[src/rtl/i2s_dac_tx.sv]
// Mono I2S transmitter: one-deep sample buffer, counter-divided BCLK, per-frame load tick.
// Define I2S_LEFT_JUSTIFIED_EN to select left-justified framing (MSB at slot bit 0).
module i2s_dac_tx #(
  parameter int CLK_DIV   = 4,
  parameter int WIDTH     = 16,
  parameter int SLOT_BITS = 32
) (
  input  logic             i_clk,
  input  logic             i_reset,
  input  logic [WIDTH-1:0] i_sample,
  input  logic             i_sample_valid,
  output logic             o_sample_ready,
  output logic             o_frame_tick,
  output logic             o_underrun,
  output logic             o_bclk,
  output logic             o_lrck,
  output logic             o_sdata
);

  localparam int DIV_W = $clog2(CLK_DIV);
  localparam int BIT_W = $clog2(2 * SLOT_BITS);
  localparam int IDX_W = $clog2(WIDTH);

  logic [DIV_W-1:0] div_cnt;
  logic [BIT_W-1:0] bit_cnt;
  logic [BIT_W-1:0] bit_nxt;
  logic [BIT_W-1:0] slot_b;
  logic [WIDTH-1:0] buf_q;
  logic [WIDTH-1:0] frame_reg;
  logic [WIDTH-1:0] frame_nxt;
  logic [IDX_W-1:0] idx;
  logic             buf_full;
  logic             div_wrap;
  logic             fall;
  logic             bit_last;
  logic             load_now;
  logic             accept;
  logic             sdata_nxt;

  assign div_wrap = (div_cnt == DIV_W'(CLK_DIV - 1));
  assign fall     = div_wrap && o_bclk;
  assign bit_last = (bit_cnt == BIT_W'(2 * SLOT_BITS - 1));
  assign load_now = fall && bit_last;
  assign bit_nxt  = bit_last ? '0 : bit_cnt + BIT_W'(1);
  assign slot_b   = (bit_nxt >= BIT_W'(SLOT_BITS)) ? bit_nxt - BIT_W'(SLOT_BITS) : bit_nxt;

  // Serialiser looks at the frame being loaded so slot bit 0 already sees the new sample.
  assign frame_nxt = (load_now && buf_full) ? buf_q : frame_reg;

  assign o_sample_ready = !buf_full || load_now;
  assign o_frame_tick   = load_now;
  assign accept         = i_sample_valid && o_sample_ready;

  always_comb begin
    idx       = '0;
    sdata_nxt = 1'b0;
`ifdef I2S_LEFT_JUSTIFIED_EN
    if (slot_b < BIT_W'(WIDTH)) begin
      idx       = IDX_W'(WIDTH - 1 - int'(slot_b));
      sdata_nxt = frame_nxt[idx];
    end
`else
    if ((slot_b != '0) && (slot_b <= BIT_W'(WIDTH))) begin
      idx       = IDX_W'(WIDTH - int'(slot_b));
      sdata_nxt = frame_nxt[idx];
    end
`endif
  end

  always_ff @(posedge i_clk) begin
    if (i_reset) begin
      div_cnt    <= '0;
      bit_cnt    <= '0;
      o_bclk     <= 1'b0;
      o_lrck     <= 1'b0;
      o_sdata    <= 1'b0;
      o_underrun <= 1'b0;
      buf_full   <= 1'b0;
      buf_q      <= '0;
      frame_reg  <= '0;
    end else begin
      div_cnt <= div_wrap ? '0 : div_cnt + DIV_W'(1);
      if (div_wrap) o_bclk <= ~o_bclk;
      if (fall) begin
        bit_cnt <= bit_nxt;
        o_lrck  <= (bit_nxt >= BIT_W'(SLOT_BITS));
        o_sdata <= sdata_nxt;
      end
      if (load_now) begin
        frame_reg <= frame_nxt;
        if (!buf_full) o_underrun <= 1'b1;
      end
      if (accept) begin
        buf_q    <= i_sample;
        buf_full <= 1'b1;
      end else if (load_now) begin
        buf_full <= 1'b0;
      end
    end
  end

endmodule

[config.mk]
export PLATFORM = sky130hd
export DESIGN_NAME = i2s_dac_tx
export DESIGN_NICKNAME = d
export VERILOG_FILES = /design/src/rtl/i2s_dac_tx.sv
export SDC_FILE = /design/constraint.sdc
export NUM_CORES = 1
export LEC_CHECK = 0
export BUFFER_PORTS_ARGS = -buffer_cell sky130_fd_sc_hd__clkbuf_2
export CELL_PAD_IN_SITES_DETAIL_PLACEMENT = 0
export CELL_PAD_IN_SITES_GLOBAL_PLACEMENT = 1
export CORE_MARGIN = 2
export CORE_UTILIZATION = 30
export DETAILED_ROUTE_END_ITERATION = 16
export GPL_TIMING_DRIVEN = 0
export HOLD_SLACK_MARGIN = 0.05
export PLACE_DENSITY_LB_ADDON = 0.2
export SLEW_MARGIN = 30
export SYNTH_ARGS = -nofsm -noshare
export SYNTH_HDL_FRONTEND = slang
export SYNTH_SLANG_ARGS = --single-unit
[constraint.sdc]
create_clock -name i_clk -period 4.95 [get_ports i_clk]
set_clock_uncertainty 0.15 [all_clocks]
set_input_delay 0.7425 -clock i_clk [delete_from_list [all_inputs] [get_ports i_clk]]
set_output_delay 0.7425 -clock i_clk [all_outputs]
set_load 0.05 [all_outputs]
==> impl_metrics.env <==
export IMPL_outcome="finished, final reports clean"
export IMPL_critPathLaunch="div_cnt[0]"
export IMPL_critPathMaxFanout=10
export IMPL_hpwl_microns=3550
export IMPL_worstHoldPathType="flop to flop"
export IMPL_cts_buffer_depth=2
export IMPL_yosys_area_top_type="dfxtp_1"
export IMPL_max_stage_delay_ps=340
export IMPL_worstSetupPathType="flop to output port"
export IMPL_max_freq_ghz=0.355
export IMPL_max_slew_margin=0.612
export IMPL_routedWlPerCell_microns=13.2
export IMPL_tightestPinTransition_ps=582
export IMPL_cp_required_ps=4060
export IMPL_synth_fp_nets=280
export IMPL_cts_max_level=2
export IMPL_power_leakage_nw=0.871
export IMPL_area_delta_synth_final_pct=15.5
export IMPL_layout_nets=310
export IMPL_layout_drive_gt1_share=0.163
export IMPL_core_area_sq_mm=0.00672
export IMPL_antenna_cells=0
export IMPL_initial_core_util=0.307
export IMPL_drt_first_pass_iters=4
export IMPL_ys_seq_area_frac=0.437
export IMPL_synth_area_leaders="dfxtp_1 44%, nand2_1 13%, a21oi_1 9.0%"
export IMPL_nFillCells=748
export IMPL_holdBufCountCts=0
export IMPL_min_from="div_cnt[0]"
export IMPL_ys_seq_elements=45
export IMPL_period_needed_ps=2820
export IMPL_grtUsageTotal=0.141
export IMPL_portBuffers=23
export IMPL_critPathTopFamily="buffers and inverters"
export IMPL_hold_viol=0
export IMPL_dieArea_sq_mm=0.00754
export IMPL_setup_tns_final_ps=0
export IMPL_routed_via_density=4.87
export IMPL_grt_pass1_vias=1762
export IMPL_cts_root_buf="clkbuf_8"
export IMPL_grt_pass1_wl_microns=8310
export IMPL_placed_area_sq_mm=0.00227
export IMPL_antenna_found_initial=0
export IMPL_crit_path_top_delay_cell="dfxtp_1"
export IMPL_rsz0062_at_grt="false"
export IMPL_dr_total_vias=1798
export IMPL_cts_sink_count=45
export IMPL_io_pins=25
export IMPL_insertion_delay_ps=290
export IMPL_yosysWarnings=0
export IMPL_worstPathArrival_ps=1920
export IMPL_cts_clk_slew_worst_paths_ps=80
export IMPL_slew_viol_final=0
export IMPL_netlist_area_leader_share=0.437
export IMPL_numCtsBuffers=5
export IMPL_synth_cells=259
export IMPL_cts_tree="yes"
export IMPL_drtIter0Drc=42
export IMPL_antenna_left=0
export IMPL_post_cts_resized=0
export IMPL_drc=0
export IMPL_peakVddDrop_mv=0.159
export IMPL_critPathCaptureType="output port"
export IMPL_fin_crit_sh=0.569
export IMPL_fp_dieW_microns=86.9
export IMPL_syn_avg_cell_area_sq_um=7.95
export IMPL_crit_chain="ha_1, and2_1, buf_2, nand3_1, inv_1, clkbuf_2"
export IMPL_final_area_sq_mm=0.00238
export IMPL_die_y_microns=86.9
export IMPL_power_total_uw=694
export IMPL_cap_violations=0
export IMPL_p_per_area_mw_per_mm2=292
export IMPL_ys_types=38
export IMPL_start_kind="flop"
export IMPL_final_core_util=0.354
export IMPL_grt_max_degree=14
export IMPL_mostFrequentLayoutCell="nand2_1"
export IMPL_finalSetupViolCount=0
export IMPL_worstReg2RegStart="bit_cnt[1]"
export IMPL_syn_cell_area_sq_mm=0.00206
export IMPL_postCtsSetupRepairBufs=0
export IMPL_rows=30
export IMPL_drt_wl_total_microns=4850
export IMPL_layout_common_cells="73 x nand2_1, 45 x dfxtp_1, 37 x a21oi_1, 23 x clkbuf_2, 11 x nor2_1"
export IMPL_routabilityCongestion=0.781
export IMPL_grt_ovfl_total=0
export IMPL_critical_path_buf_inv_count=3
-- power by group --
part	internal, mW	switching, mW
Combinational	0.0174	0.0291
Clock	0.147	0.122
Sequential	0.372	0.00588
Total	0.537	0.157
-- worst reg2reg max path, cell delays in order, from the launching register on --
cell	delay [ps]
dfxtp_1	390
ha_1	300
clkbuf_1	280
nor2b_1	180
o32ai_1	80
a221oi_1	380
nor3_1	90
nor3_1	210
a32oi_1	110
-- metrics by stage --
stage	hold WS (ps)	setup slack (ps)	instances
finish	287	2130	369
global route	298	1970	369
CTS	293	2090	369
detailed placement	281	2420	362
global placement	263	2420	362
floorplan	254	2440	259
-- synthesized netlist by cell type --
cell / n
a22oi_1: 1
nor2_1: 11
nand3b_1: 1
xor2_1: 2
nor2b_1: 2
nand3_1: 7
a21oi_1: 37
a21oi_2: 2
a21o_1: 1
a32oi_1: 1
a221oi_1: 1
mux2i_1: 9
a31oi_1: 1
nand2_2: 1
dfxtp_1: 45
o32ai_1: 1
nand4b_1: 3
buf_6: 3
ha_1: 2
o21ai_0: 6
and2_1: 3
a32o_1: 1
buf_4: 1
mux2_2: 2
nor3b_1: 1
inv_1: 4
nand2_1: 73
buf_2: 6
or3_1: 2
xnor2_1: 3
o21a_1: 2
clkbuf_1: 9
nor3_1: 6
nand4_1: 3
nand2b_1: 3
and4_1: 1
mux4_2: 1
and4_4: 1
-- final cells by class --
class | instances | area, sq um | area share
repair buffers | 23 | 115 | 0.0484
clock inverters | 2 | 35.0 | 0.0147
plain buffers | 19 | 105 | 0.0442
inverters | 4 | 15.0 | 0.00631
flip-flops and latches | 45 | 901 | 0.379
clock buffers | 5 | 68.8 | 0.0289
well taps | 80 | 100 | 0.0421
multi-input cells | 191 | 1040 | 0.437
-- path summary, 6_finish.rpt --
| kind | to | slack (ps) | depth (start not counted) |
|---|---|---|---|
| setup reg to reg | o_sdata | 2660 | 8 |
| hold reg to reg | div_cnt[0] | 290 | 1 |
| setup / recovery | o_frame_tick | 2130 | 6 |
| hold / removal | div_cnt[0] | 290 | 1 |
-- cells by family after synthesis --
logic type | after synthesis | synth area share
XOR/XNOR | 5 | 0.0213
AND/OR/NAND/NOR | 118 | 0.257
flip-flops | 45 | 0.437
buffers and inverters | 23 | 0.0583
AO/OA/AOI/OAI | 54 | 0.148
multiplexers | 12 | 0.0656
adder cells (fa/ha/maj) | 2 | 0.0121
-- routing by layer --
layer | global-route usage | vias to the layer above | wire [microns]
met2 | 0.227 | 24 | 2240
li1 | - | 937 | -
met1 | 0.181 | 833 | 2420
met5 | 0 | - | 0
met4 | 0.0597 | 0 | 58
met3 | 0.0341 | 4 | 143
(Power assumes the default switching activity.)
